==> src/rtl/fetch_queue_pkg.sv <==
// Shared types and defaults for the instruction fetch queue.
package fetch_queue_pkg;

  localparam int unsigned FQ_DEPTH_DEFAULT = 4;

  typedef struct packed {
    logic [31:0] pc;
    logic [31:0] instr;
  } fetch_pkt_t;

endpackage

==> src/rtl/fetch_queue.sv <==
// DEPTH-entry FIFO of {pc, instr} between IF and the IF/ID register, with redirect flush.
module fetch_queue
  import fetch_queue_pkg::*;
#(
  parameter int unsigned XLEN  = 32,
  parameter int unsigned DEPTH = FQ_DEPTH_DEFAULT,
  localparam int unsigned CNT_W = $clog2(DEPTH + 1)
) (
  input  logic             clk,
  input  logic             reset,
  input  logic             flush_i,
  input  logic             enq_valid_i,
  input  logic [XLEN-1:0]  enq_pc_i,
  input  logic [31:0]      enq_instr_i,
  output logic             enq_ready_o,
  output logic             deq_valid_o,
  output logic [XLEN-1:0]  deq_pc_o,
  output logic [31:0]      deq_instr_o,
  input  logic             deq_ready_i,
  output logic [CNT_W-1:0] count_o,
  output logic             almost_full_o
);

  localparam int unsigned IW = $clog2(DEPTH);
  localparam int unsigned PW = IW + 1;

  logic [PW-1:0] wp_q, wp_d, rp_q, rp_d;
  logic          empty, full, enq_fire, deq_fire;
  logic [IW-1:0] wr_idx, rd_idx;

  assign wr_idx = wp_q[IW-1:0];
  assign rd_idx = rp_q[IW-1:0];

  // Extra MSB distinguishes full from empty when the index bits match.
  assign empty = (wp_q == rp_q);
  assign full  = (wr_idx == rd_idx) && (wp_q[PW-1] != rp_q[PW-1]);

  assign enq_ready_o   = !full && !flush_i;
  assign deq_valid_o   = !empty;
  assign enq_fire      = enq_valid_i && enq_ready_o;
  assign deq_fire      = deq_valid_o && deq_ready_i;
  assign count_o       = CNT_W'(wp_q - rp_q);
  assign almost_full_o = (count_o >= CNT_W'(DEPTH - 1));

  always_comb begin
    wp_d = wp_q;
    rp_d = rp_q;
    if (flush_i) begin
      wp_d = '0;
      rp_d = '0;
    end else begin
      if (enq_fire) wp_d = wp_q + PW'(1);
      if (deq_fire) rp_d = rp_q + PW'(1);
    end
  end

  always_ff @(posedge clk or posedge reset) begin
    if (reset) begin
      wp_q <= '0;
      rp_q <= '0;
    end else begin
      wp_q <= wp_d;
      rp_q <= rp_d;
    end
  end

  // Storage is intentionally not reset; only the pointers define occupancy.
  if (XLEN == 32) begin : g_pkt
    fetch_pkt_t mem_q [DEPTH];

    always_ff @(posedge clk) begin
      if (enq_fire) mem_q[wr_idx] <= '{pc: enq_pc_i, instr: enq_instr_i};
    end

    assign deq_pc_o    = mem_q[rd_idx].pc;
    assign deq_instr_o = mem_q[rd_idx].instr;
  end else begin : g_split
    logic [XLEN-1:0] pc_q    [DEPTH];
    logic [31:0]     instr_q [DEPTH];

    always_ff @(posedge clk) begin
      if (enq_fire) begin
        pc_q[wr_idx]    <= enq_pc_i;
        instr_q[wr_idx] <= enq_instr_i;
      end
    end

    assign deq_pc_o    = pc_q[rd_idx];
    assign deq_instr_o = instr_q[rd_idx];
  end

endmodule
==> config.mk <==
export PLATFORM = sky130hd
export DESIGN_NAME = fetch_queue
export DESIGN_NICKNAME = d
export VERILOG_FILES = /design/src/rtl/fetch_queue_pkg.sv /design/src/rtl/fetch_queue.sv
export SDC_FILE = /design/constraint.sdc
export NUM_CORES = 1
export LEC_CHECK = 0
export ABC_AREA = 1
export BUFFER_PORTS_ARGS = -buffer_cell sky130_fd_sc_hd__buf_4
export CAP_MARGIN = 0
export CORE_ASPECT_RATIO = 1.25
export CORE_MARGIN = 5
export CORE_UTILIZATION = 34
export DETAILED_ROUTE_END_ITERATION = 16
export HOLD_SLACK_MARGIN = 0.06
export PLACE_DENSITY_LB_ADDON = 0.08
export SETUP_SLACK_MARGIN = 0.4
export SLEW_MARGIN = 20
export SYNTH_ARGS = -nofsm -noshare
export SYNTH_HDL_FRONTEND = slang
export SYNTH_SLANG_ARGS = --single-unit
==> constraint.sdc <==
create_clock -name clk -period 4.86 [get_ports clk]
set_input_delay 0.729 -clock clk [delete_from_list [all_inputs] [get_ports clk]]
set_output_delay 0.729 -clock clk [all_outputs]
set_load 0.01 [all_outputs]
==> reports/qor.yml <==
floorplan:
  start_util_pct: 34.3
  core_mm2: 0.0292
  die_h_um: 202
  boundaryPins: 139
  dieArea_mm2: 0.0330
  row_count: 70
  die_w_um: 163
power:
  p_total_mw: 5.33
  p_clk_share_pct: 35.9
  seq_power_share_pct: 48.2
  swShare_pct: 25.1
  power_switching_mw: 1.34
  peakVddDrop_mv: 0.300
  pwr-share-comb_pct: 15.8
  p_per_area_mw_per_mm2: 436
  leakage_nw: 4.30
  p_int_mw: 3.99
route:
  via_per_inst: 4.90
  dr_wl_met3_um: 1240
  drc: 0
  drt-wirelength-per-cell_um: 19.5
  num_vias: 6094
  drt-initial-drc-count: 403
  wl_met1_um: 9970
  routed.top_layer: "met5"
  drt_wl_total_um: 24200
  first_pass_iters: 4
  route.met2.wl_um: 12500
  ant_nets: 0
synthesis:
  synth_mux_area_share_pct: 0
  synth_cells: 694
  synthesis.area_mm2: 0.0100
  synthAdderAreaFrac_pct: 1.07
  synth_edf_count: 256
  syn-num-nets: 771
  synth_cell_types: 22
  seq_area_frac_synth_pct: 78.3
  syn_avg_cell_area_um2: 14.4
  synth_top_family_by_area: "compound AO/OA/AOI/OAI gates"
  synth_compound_area_share_pct: 10.4
  synthXorXnorAreaFrac_pct: 0.0875
  ys_seq_elements: 262
  synth-main-ff-cell: "edfxtp_1"
  synth-simple-area-share_pct: 6.60
  async_reset_ff_share_pct: 2.29
  synth_warnings: 0
timing:
  fmax_mhz: 292
  whs_ns: 0.128
  period_needed_ns: 3.42
  finalSetupViolations: 0
  fin_skew_ns: 0.0113
  hold_viol: 0
  fin_crit_sh_pct: 70.5
  tightest_slew_ns: 1.05
  rsz0062_at_grt: "no"
  setup_tns_ns: 0
  maxSlewViolCount: 0
  slew_headroom_pct: 30.1
critical_path:
  crit_arrival_ns: 2.70
  r2r-start: "rp_q[0]"
  cp-endpoint: "deq_pc_o[15]"
  startpoint: "rp_q[0]"
  cp-end-kind: "output pin"
  crit_top_cell: "buf_4"
  path_max_fanout: 104
  crit_type: "reg -> out"
  rrSetupSlack_ns: 1.79
  required_ns: 4.13
  path_cells: "inv_6, buf_4, o21ai_1, o22ai_1, buf_4"
  cp_slowest_cell: "dfrtp_4"
  cp-start-kind: "register"
  reg2reg_to: "g_pkt.mem_q[1][51]"
  slowest_delay_ns: 0.59
  reg2reg_depth: 7
finish:
  most-common-layout-cells: "256 x edfxtp_1, 146 x buf_4, 132 x nor2_1"
  area_growth_syn_to_layout_pct: 22.0
  fillers: 2706
  final_net_count: 905
  final_common_cell: "edfxtp_1"
  layout-drive-gt1-share_pct: 22.8
clock_network:
  cts_root_buf: "clkbuf_16"
  clk_pin_slew_ns: 0.06
  clkSinkCount: 262
  clk_path_buf_depth: 3
  clk_latency_ns: 0.52
  postCtsResizedCells: 0
  numCtsBuffers: 27
  htreeDepth: 1
  cts_setup_buffers: 0
  cts_hold_buf: 0
  cts_tree: "built"
global_route:
  grt_start_max_net_pins: 113
  grt.total_usage_pct: 14.3
  grt_pass1_wl_um: 37000
  overflow: 0
  antenna_found_initial: 2
  grt_pass1_vias: 6339
placed_design:
  dpl.hpwl_um: 14000
  portBuffers: 138
  gp_congestion: 0.734
run_status:
  status: "complete, no violations"
job:
  cap_violations: 0
min_path:
  hold_path.class: "in -> async"
==> worst min path at each step <==
stage                       start      end  slack [ns]
after global placement    wp_q[0]  wp_q[0]        0.56
after CTS                   reset  rp_q[0]        0.12
after floorplan             reset  rp_q[0]        0.52
final                       reset  wp_q[1]        0.13
after global routing        reset  rp_q[0]        0.13
after detailed placement  wp_q[0]  wp_q[0]        0.57
==> power by group through the flow <==
stage	registers, mW	logic (mW)	clock network, mW
2_1_floorplan	2.61	0.474	0
3_3_place_gp	2.62	0.862	0
3_5_place_dp	2.62	0.873	0
4_1_cts	2.57	0.875	1.97
5_1_grt	2.58	0.936	2.08
6_report	2.57	0.844	1.91
==> state kept, by name, indices dropped and copies added (netlist names) <==
name and count:
g_pkt.mem_q 256, rp_q 3, wp_q 3
==> critical path: cells and delay by family, from the launching register on <==
kind	cells	cell delay (ns)
flops	1	0.59
compound gates	2	0.36
buf+inv	3	1.19
==> layout make-up <==
type                       count  area [µm²]  share of cell area, %
antenna                        1        2.50                 0.0205
clock buffer                  29         683                   5.59
clock inverter                19         141                   1.16
inverter                      18        72.6                  0.594
multi-input combinational    371        1850                   15.2
sequential                   262        7840                   64.2
tap                          396         495                   4.06
timing repair buffer         148        1130                   9.23
==> per-layer routing <==
metal	vias up	global-route usage [%]
met5	-	0
met1	3039	18.2
li1	2870	-
met3	36	2.73
met4	2	3.66
met2	147	25.2
==> cell usage after synthesis, types with 5 or more instances <==
library cell,n,share of area [%]
nand4_1,6,0.37
buf_4,7,0.52
buf_6,10,1.1
clkbuf_1,19,0.71
nand2_1,18,0.67
ha_1,7,0.87
nand3_1,9,0.45
o21ai_0,83,4.1
dfrtp_1,6,1.5
nor2_1,136,5.1
edfxtp_1,256,77
inv_1,16,0.60
o21ai_1,45,2.2
o22ai_1,64,4.0
buf_2,5,0.25
==> metrics by stage <==
stage	utilization, %	area (µm²)	std cells	setup WS [ns]
after global routing	41.9	12200	1244	1.24
final	41.9	12200	1244	1.44
after detailed placement	39.0	11400	1195	1.65
after global placement	39.0	11400	1195	1.74
after CTS	41.9	12200	1243	1.09
after floorplan	-	10000	694	0.310
==> kinds of logic after synthesis <==
kind of cell / after synthesis
buf+inv: 61
fa+ha+maj: 8
compound gates: 193
flops: 262
simple gates: 169
xor+xnor: 1
Note: power is estimated with default switching activity, not from simulation.
